<file path="config.mk">
export PLATFORM = sky130hd
export DESIGN_NAME = mac_feeder
export DESIGN_NICKNAME = d
export VERILOG_FILES = /design/src/rtl/mac_feeder.sv
export SDC_FILE = /design/constraint.sdc
export NUM_CORES = 1
export LEC_CHECK = 0
export BUFFER_PORTS_ARGS = -buffer_cell sky130_fd_sc_hd__buf_4
export CAP_MARGIN = 20
export CORE_ASPECT_RATIO = 1.75
export CORE_UTILIZATION = 25
export CTS_BUF_LIST = sky130_fd_sc_hd__clkbuf_4
export DETAILED_ROUTE_END_ITERATION = 6
export PLACE_DENSITY_LB_ADDON = 0.05
export SLEW_MARGIN = 20
export SYNTH_ARGS = -nofsm -noshare
export SYNTH_HDL_FRONTEND = slang
export SYNTH_SLANG_ARGS = --single-unit
</file>
<file path="constraint.sdc">
create_clock -name clk -period 2.5 [get_ports clk]
set_input_delay 0.375 -clock clk [delete_from_list [all_inputs] [get_ports clk]]
set_output_delay 0.375 -clock clk [all_outputs]
set_load 0.05 [all_outputs]
</file>
<file path="src/rtl/mac_feeder.sv">
// Streams activation/weight pairs from two synchronous-read buffers into a mac unit and
// captures the final sum per neuron. Optional threshold/spike output: MAC_FEEDER_THRESH_EN.
module mac_feeder #(
  parameter int N_INPUTS = 16,
  parameter int DATA_W   = 8,
  parameter int ACC_W    = 16,
  parameter int ADDR_W   = 4
) (
  input  logic              clk,
  input  logic              reset_n,
  input  logic              start,
  input  logic [ADDR_W:0]   num_inputs,
  output logic              busy,
  output logic              done,
  output logic              buf_rd_en,
  output logic [ADDR_W-1:0] act_addr,
  output logic [ADDR_W-1:0] w_addr,
  input  logic [DATA_W-1:0] act_rdata,
  input  logic [DATA_W-1:0] w_rdata,
  output logic [DATA_W-1:0] mac_data,
  output logic [DATA_W-1:0] mac_weight,
  output logic              mac_valid,
  output logic              mac_reset,
  input  logic [ACC_W-1:0]  mac_out,
  input  logic              mac_out_valid,
`ifdef MAC_FEEDER_THRESH_EN
  input  logic [ACC_W-1:0]  threshold,
  output logic              spike,
`endif
  output logic [ACC_W-1:0]  result,
  output logic              result_valid
);

  typedef enum logic [2:0] {IDLE, CLEAR, STREAM, DRAIN, DONE} state_t;

  localparam logic [ADDR_W:0] N_MAX = (ADDR_W+1)'(N_INPUTS);

  state_t              state, state_nx;
  logic [ADDR_W:0]     n_lat, n_lat_nx;
  logic [ADDR_W:0]     beat, beat_nx;
  logic [ADDR_W-1:0]   addr, addr_nx;
  logic                rd_en_nx, mac_valid_nx, mac_reset_nx;
  logic                busy_nx, done_nx, result_valid_nx;
  logic [ACC_W-1:0]    result_nx;
  logic [ADDR_W:0]     n_clamp, beat_p1, beat_p2;
  logic                spike_nx;
  logic [ACC_W-1:0]    thresh_lat, thresh_lat_nx;

  // Operands come straight from the buffer read ports; the registered mac_valid lines them up.
  assign mac_data   = act_rdata;
  assign mac_weight = w_rdata;
  assign act_addr   = addr;
  assign w_addr     = addr;

  assign n_clamp = (num_inputs > N_MAX) ? N_MAX : num_inputs;
  assign beat_p1 = beat + (ADDR_W+1)'(1);
  assign beat_p2 = beat + (ADDR_W+1)'(2);

  always_ff @(posedge clk or negedge reset_n) begin
    if (!reset_n) begin
      state        <= IDLE;
      n_lat        <= '0;
      beat         <= '0;
      addr         <= '0;
      buf_rd_en    <= 1'b0;
      mac_valid    <= 1'b0;
      mac_reset    <= 1'b0;
      busy         <= 1'b0;
      done         <= 1'b0;
      result_valid <= 1'b0;
      result       <= '0;
      thresh_lat   <= '0;
    end else begin
      state        <= state_nx;
      n_lat        <= n_lat_nx;
      beat         <= beat_nx;
      addr         <= addr_nx;
      buf_rd_en    <= rd_en_nx;
      mac_valid    <= mac_valid_nx;
      mac_reset    <= mac_reset_nx;
      busy         <= busy_nx;
      done         <= done_nx;
      result_valid <= result_valid_nx;
      result       <= result_nx;
      thresh_lat   <= thresh_lat_nx;
    end
  end

`ifdef MAC_FEEDER_THRESH_EN
  always_ff @(posedge clk or negedge reset_n) begin
    if (!reset_n) spike <= 1'b0;
    else          spike <= spike_nx;
  end
`endif

  // All outputs are registered: this block computes their values for the next cycle.
  always_comb begin
    state_nx        = state;
    n_lat_nx        = n_lat;
    beat_nx         = beat;
    addr_nx         = addr;
    rd_en_nx        = 1'b0;
    mac_valid_nx    = 1'b0;
    mac_reset_nx    = 1'b0;
    busy_nx         = busy;
    done_nx         = 1'b0;
    result_valid_nx = 1'b0;
    result_nx       = result;
    spike_nx        = 1'b0;
    thresh_lat_nx   = thresh_lat;
    case (state)
      IDLE: begin
        if (start) begin
          n_lat_nx = n_clamp;
          busy_nx  = 1'b1;
`ifdef MAC_FEEDER_THRESH_EN
          thresh_lat_nx = threshold;
`endif
          if (n_clamp == '0) begin
            state_nx        = DONE;
            done_nx         = 1'b1;
            result_valid_nx = 1'b1;
            result_nx       = '0;
`ifdef MAC_FEEDER_THRESH_EN
            spike_nx        = (threshold == '0);
`endif
          end else begin
            state_nx     = CLEAR;
            mac_reset_nx = 1'b1;
            rd_en_nx     = 1'b1;
            addr_nx      = '0;
          end
        end
      end
      CLEAR: begin
        state_nx     = STREAM;
        beat_nx      = '0;
        mac_valid_nx = 1'b1;
        rd_en_nx     = (n_lat > (ADDR_W+1)'(1));
        addr_nx      = (ADDR_W)'(1);
      end
      STREAM: begin
        // The address two beats ahead is issued so read data arrives with its beat.
        if (beat_p1 < n_lat) begin
          beat_nx      = beat_p1;
          mac_valid_nx = 1'b1;
          rd_en_nx     = (beat_p2 < n_lat);
          addr_nx      = beat_p2[ADDR_W-1:0];
        end else begin
          state_nx = DRAIN;
        end
      end
      DRAIN: begin
        if (mac_out_valid) begin
          state_nx        = DONE;
          done_nx         = 1'b1;
          result_valid_nx = 1'b1;
          result_nx       = mac_out;
          spike_nx        = (mac_out >= thresh_lat);
        end
      end
      DONE: begin
        state_nx = IDLE;
        busy_nx  = 1'b0;
      end
      default: state_nx = IDLE;
    endcase
  end

endmodule

</file>
==> results of run 1 <==
## routing by layer
layer | up-vias | GRT usage | part of all wire | routed length [microns]
li1 | 687 | - | - | -
met4 | 0 | 0.0472 | 0.012 | 58
met1 | 711 | 0.139 | 0.38 | 1810
met3 | 4 | 0.0383 | 0.043 | 207
met5 | - | 0 | 0 | 0
met2 | 53 | 0.225 | 0.57 | 2720
## cell type report
| cell class | count | area share |
|---|---|---|
| clock buffer | 5 | 0.0156 |
| clock inverter | 2 | 0.00624 |
| inverter | 14 | 0.0218 |
| multi-input combinational | 101 | 0.323 |
| sequential | 38 | 0.396 |
| tap | 88 | 0.0458 |
| timing repair buffer | 61 | 0.191 |
## stage by stage
stage / hold slack (ns) / cell area (sq um)
finish: 0.246 / 2410
global route: 0.215 / 2410
CTS: 0.225 / 2390
detailed placement: 0.393 / 2330
global placement: 0.384 / 2330
floorplan: 0.0794 / 1960
## state kept, by name, indices dropped and copies added, names as in the netlist
name and flops:
busy 1, mac_valid 1, beat 5, buf_rd_en 1
mac_reset 1, n_lat 5, result 16, result_valid 1
state 3, act_addr 4
## placed cells by master (no fill, tap or decap), types with 2 or more instances in the layout
| cell type | n |
|---|---|
| buf_4 | 60 |
| dfrtp_1 | 37 |
| a22o_1 | 18 |
| inv_1 | 13 |
| nand2_1 | 11 |
| ha_1 | 10 |
| o21ai_0 | 8 |
| nand3_1 | 6 |
| nor2_1 | 5 |
| clkbuf_4 | 5 |
| nand3b_1 | 4 |
| a21o_1 | 4 |
| a21oi_1 | 4 |
| xnor2_1 | 3 |
| nand2b_1 | 3 |
| nor2_2 | 2 |
| nand2_2 | 2 |
| clkinvlp_4 | 2 |
## worst register-to-register path, delay by kind of cell (launching register included)
| family | cells | cell delay, ns |
|---|---|---|
| and+or+nand+nor | 4 | 0.62 |
| AOI/OAI and AO/OA | 3 | 0.47 |
| DFF | 1 | 0.45 |
| buffers and inverters | 1 | 0.21 |
| adders and majority gates | 2 | 0.46 |
## worst min-delay path by stage
stage	from	endpoint	slack [ns]	depth (start not counted)
floorplan	reset_n	act_addr[0]$_DFFE_PN0P_	0.08	0
global placement	reset_n	act_addr[2]$_DFFE_PN0P_	0.38	1
detailed placement	reset_n	act_addr[1]$_DFFE_PN0P_	0.39	1
CTS	mac_out[9]	result[9]$_DFFE_PN0P_	0.22	2
global route	mac_out[1]	result[1]$_DFFE_PN0P_	0.21	2
finish	mac_out[9]	result[9]$_DFFE_PN0P_	0.25	2
## where the power goes
part | leakage [nW] | switching [mW] | internal, mW | total (mW)
clock | 0.0233 | 0.218 | 0.104 | 0.322
sequential | 0.481 | 0.186 | 0.878 | 1.06
combinational | 0.726 | 1.46 | 0.888 | 2.35
total | 1.23 | 1.86 | 1.87 | 3.73
## what timing repair did
item,in CTS,in global routing
gates resized for setup,0,3
endpoints found under the hold margin,11,0
hold buffers,1,0
setup buffers,0,1
setup endpoints to repair,0,1
## cells by family (layout without fill, tap and decap cells)
family | after synthesis | count (layout) | share of synthesized area
AOI/OAI and AO/OA | 44 | 44 | 0.184
muxes | 2 | 2 | 0.0128
adders and majority gates | 10 | 10 | 0.0638
DFF | 38 | 38 | 0.485
buffers and inverters | 39 | 82 | 0.120
xor gates and xnor gates | 4 | 4 | 0.0179
and+or+nand+nor | 41 | 41 | 0.116
==> flow_summary.ini, run 1 <==
[setup_path]
critical_path.max_fanout = 8
r2r_slack_ns = 0.18
worstSetupStartpoint = beat[1]$_DFFE_PN0P_
r2r.worst_path.cells = 10
cp_cell_sequence = ha_1 -> nand2b_1 -> nand2_1 -> ha_1 -> o21a_1 -> nor2_2 -> o311ai_2 -> buf_4 -> a2111oi_1 -> or3_1
cp-start-kind = register
cp-end-kind = register
required_ns = 2.73
cpPeakStageDelay_ns = 0.45
cpMaxStageDelayCell = dfrtp_1
timing.rr.start = beat[1]$_DFFE_PN0P_
cpMostUsedCell = ha_1
critPathKind = reg2reg
cp_data_arrival_time_ns = 2.55
crit_path_end = buf_rd_en$_DFF_PN0_
timing.rr.end = buf_rd_en$_DFF_PN0_
critical_path_depth = 10
critical-path-top-delay-family = simple AND/OR/NAND/NOR gates
cp_num_buf_inv = 1

[synthesis]
synth_nets = 229
synth_edf_count = 0
synth_common_cells = dfrtp_1 (38), buf_4 (21), a22o_1 (18), inv_1 (13), nand2_1 (11)
yosys.area.top_type_share = 0.485
ys_types = 41
seq_area_frac_synth = 0.485
synthFlopType = dfrtp_1
yosysWarnings = 0
syn-cell-area_sq_um = 1960
synth_area_leaders = dfrtp_1 (49%), a22o_1 (8.0%), buf_4 (8.0%), ha_1 (6.4%), inv_1 (2.5%)
postSynth.asyncResetShare = 1.00
syn_area_per_cell_sq_um = 11.0
syn_inst = 178
synth.most_common_cell = dfrtp_1
synth-seq-cells = 38
synth_top_area_cell = dfrtp_1

[sta]
setup_ws_ns = 0.184
rsz0062_at_grt = no
tightest_slew_ns = 0.838
fin_crit_sh = 0.927
final-max-slew-violation-count = 0
clock.fmax_mhz = 432
fin_crit_ns = 2.32
fin_worst_skew_ns = 0.00738
setup_viol = 0
hold_violations = 0
setup-tns-final_ns = 0
relSlewSlack = 0.442

[route]
drtPass1Iterations = 4
drcViolationCount = 0
route.vias.total = 1455
via_per_inst = 4.71
postRouteAntennaNets = 0
detailedRoute.firstIterationViolations = 49
wire_per_inst_microns = 15.5
routed_wl_microns = 4800

[grt]
grt_max_degree = 39
grt_pass1_wl_microns = 7720
grt_overflow = 0
grt_pass1_vias = 1604
grt_use_total = 0.129
antenna_found_initial = 0

[floorplan]
die_area_sq_um = 8210
io_pins = 87
row_count = 42
die_h_microns = 119
coreArea_sq_um = 7570
die_w_microns = 68.9
start_util = 0.259

[worst_hold_path]
min_path_type = in2reg

[placed_design]
pre_cts_ws_ns = 0.144
globalplace.congestion = 0.789
hpwl_microns = 3620
dpl.cell_count = 300
portBuffers = 54

[cts]
clock_latency_ns = 0.34
cts_buffers = 5
clockRootBuffer = clkbuf_4
htree_num_levels = 2
cts_tree = done
cts_num_sinks = 38
clk_pin_slew_worst_paths_ns = 0.13
cts.path.max_buffers = 2

[pwr]
finalPower_mw = 3.73
p_leak_nw = 1.23
peakVddDrop_uv = 490
p_per_area_nw_per_um2 = 1550

[run_status]
outcome = finished clean

[cells_and_area]
final-instance-count-excl-fill = 309
multi_input_area_sq_um = 778
fill_cells = 820
drive_above_1_share = 0.371
final-seq-area_sq_um = 952
area_growth_pct = 22.7
antenna_cells = 0
postLayoutCoreUtil = 0.318
nNetsFinal = 272

[job]
maxCapViolCount = 0
(Power assumes the default switching activity.)
==> run 2: changes to the inputs <==
--- a/config.mk
+++ b/config.mk
@@ -11,7 +11,7 @@
 export CORE_UTILIZATION = 25
 export CTS_BUF_LIST = sky130_fd_sc_hd__clkbuf_4
 export DETAILED_ROUTE_END_ITERATION = 6
-export PLACE_DENSITY_LB_ADDON = 0.05
+export PLACE_DENSITY_LB_ADDON = 0.12
 export SLEW_MARGIN = 20
 export SYNTH_ARGS = -nofsm -noshare
 export SYNTH_HDL_FRONTEND = slang
==> flow_summary.ini, run 2 (same netlist as run 1, synthesis figures left out) <==
[run_status]
outcome = finished clean

[route]
routed_wl_microns = 4620
wl_met2_microns = 2630
drcViolationCount = 0
met1Wirelength_microns = 1680
route.vias.total = 1461
top_layer = met4
wire_per_inst_microns = 14.9
via_per_inst = 4.73
dr_wl_met3_microns = 220
drtPass1Iterations = 4
detailedRoute.firstIterationViolations = 55
postRouteAntennaNets = 0

[sta]
fin_crit_sh = 0.909
tightest_slew_ns = 0.842
hold_violations = 0
clock.fmax_mhz = 440
rsz0062_at_grt = no
relSlewSlack = 0.439
setup-tns-final_ns = 0
fin_crit_ns = 2.27
setup_viol = 0
final-max-slew-violation-count = 0
fin_worst_skew_ns = 0.00448

[cts]
cts.path.max_buffers = 2
cts_tree = done
clk_pin_slew_worst_paths_ns = 0.12
clockRootBuffer = clkbuf_4
cts_num_sinks = 38
clock_latency_ns = 0.36
cts_buffers = 5
htree_num_levels = 2

[placed_design]
portBuffers = 54
globalplace.congestion = 0.815
hpwl_microns = 3490

[worst_hold_path]
min_from = mac_out[12]
worstHoldPathCells = 2
min_path_type = in2reg
worstHoldEndpoint = result[12]$_DFFE_PN0P_

[grt]
antenna_found_initial = 0
grt_pass1_vias = 1532
grt_overflow = 0
grt_use_total = 0.128
grt_max_degree = 39
grt_pass1_wl_microns = 7580

[cells_and_area]
nNetsFinal = 271
largest_reg_flops = 16
final_common_cell = buf_4
area_growth_pct = 25.3
layout_common_cells = buf_4 (59), dfrtp_1 (37), a22o_1 (18)
antenna_cells = 0
drive_above_1_share = 0.367
fill_cells = 819
regMostFlops = result
largestRegisters = result x16, beat x5, n_lat x5
postLayoutCoreUtil = 0.325

[floorplan]
io_pins = 87
die_area_sq_um = 8210
die_h_microns = 119
die_w_microns = 68.9
coreArea_sq_um = 7570
row_count = 42
start_util = 0.259

[pwr]
p_leak_nw = 1.26
peakVddDrop_uv = 614
p_per_area_nw_per_um2 = 1590

[job]
maxCapViolCount = 0

[setup_path]
cp_data_arrival_time_ns = 2.53
cp-start-kind = register
r2r.worst_path.cells = 10
worstSetupStartpoint = beat[1]$_DFFE_PN0P_
critPathKind = reg2reg
r2r_slack_ns = 0.23
required_ns = 2.76
cp-end-kind = register
timing.rr.end = beat[2]$_DFFE_PN0P_
timing.rr.start = beat[1]$_DFFE_PN0P_
critical_path.max_fanout = 7
run 2: cell type report:
class | instances | area [sq um] | share of cell area
Clock buffer | 5 | 37.5 | 0.0153
Sequential cell | 38 | 952 | 0.387
Clock inverter | 3 | 63.8 | 0.0260
Tap cell | 88 | 110 | 0.0448
Timing Repair Buffer | 60 | 453 | 0.184
Multi-Input combinational cell | 101 | 788 | 0.321
Inverter | 14 | 52.6 | 0.0214
run 2: worst max-delay path, stage by stage (launching register included):
cell and delay (ns):
dfrtp_2 0.46, ha_1 0.23, nand2b_1 0.17, nand2_1 0.08, ha_1 0.21, o21a_1 0.16
nor2_2 0.05, o311ai_4 0.35, buf_4 0.22, a21oi_1 0.04, a31o_2 0.20
run 2: through the flow:
stage               hold WS [ns]  std cells  cell area, sq um  power (mW)  worst slack [ns]
global placement           0.391        300              2330        3.37             0.131
floorplan                 0.0794        178              1960        2.79             0.382
finish                     0.227        309              2460        3.90             0.228
global route               0.208        309              2460        4.18            0.0288
CTS                        0.200        309              2440        3.91            0.0891
detailed placement         0.393        300              2330        3.37             0.112
run 2: worst max path at each step:
stage | cells past startpoint | end | slack, ns
after floorplan | 7 | beat[3]$_DFFE_PN0P_ | 0.38
final | 10 | beat[2]$_DFFE_PN0P_ | 0.23
after global placement | 9 | beat[2]$_DFFE_PN0P_ | 0.13
after CTS | 9 | beat[2]$_DFFE_PN0P_ | 0.09
after global routing | 8 | buf_rd_en$_DFF_PN0_ | 0.03
after detailed placement | 9 | beat[2]$_DFFE_PN0P_ | 0.11
run 2: where the power goes:
part	internal [mW]	total (mW)	switching, mW
clock network	0.308	0.530	0.222
registers	0.877	1.06	0.179
logic	0.859	2.31	1.46
total	2.04	3.90	1.86
run 2: timing repair:
item	4_1_cts	5_1_grt
endpoints found under the hold margin	38	0
setup endpoints to repair	0	9
resized for setup	0	4
hold buffers	1	0
setup buffers	0	0
run 2: routing by layer:
layer,up-vias,global-route usage
li1,692,-
met1,708,0.135
met2,56,0.228
met3,5,0.0383
met4,0,0.0497
met5,-,0
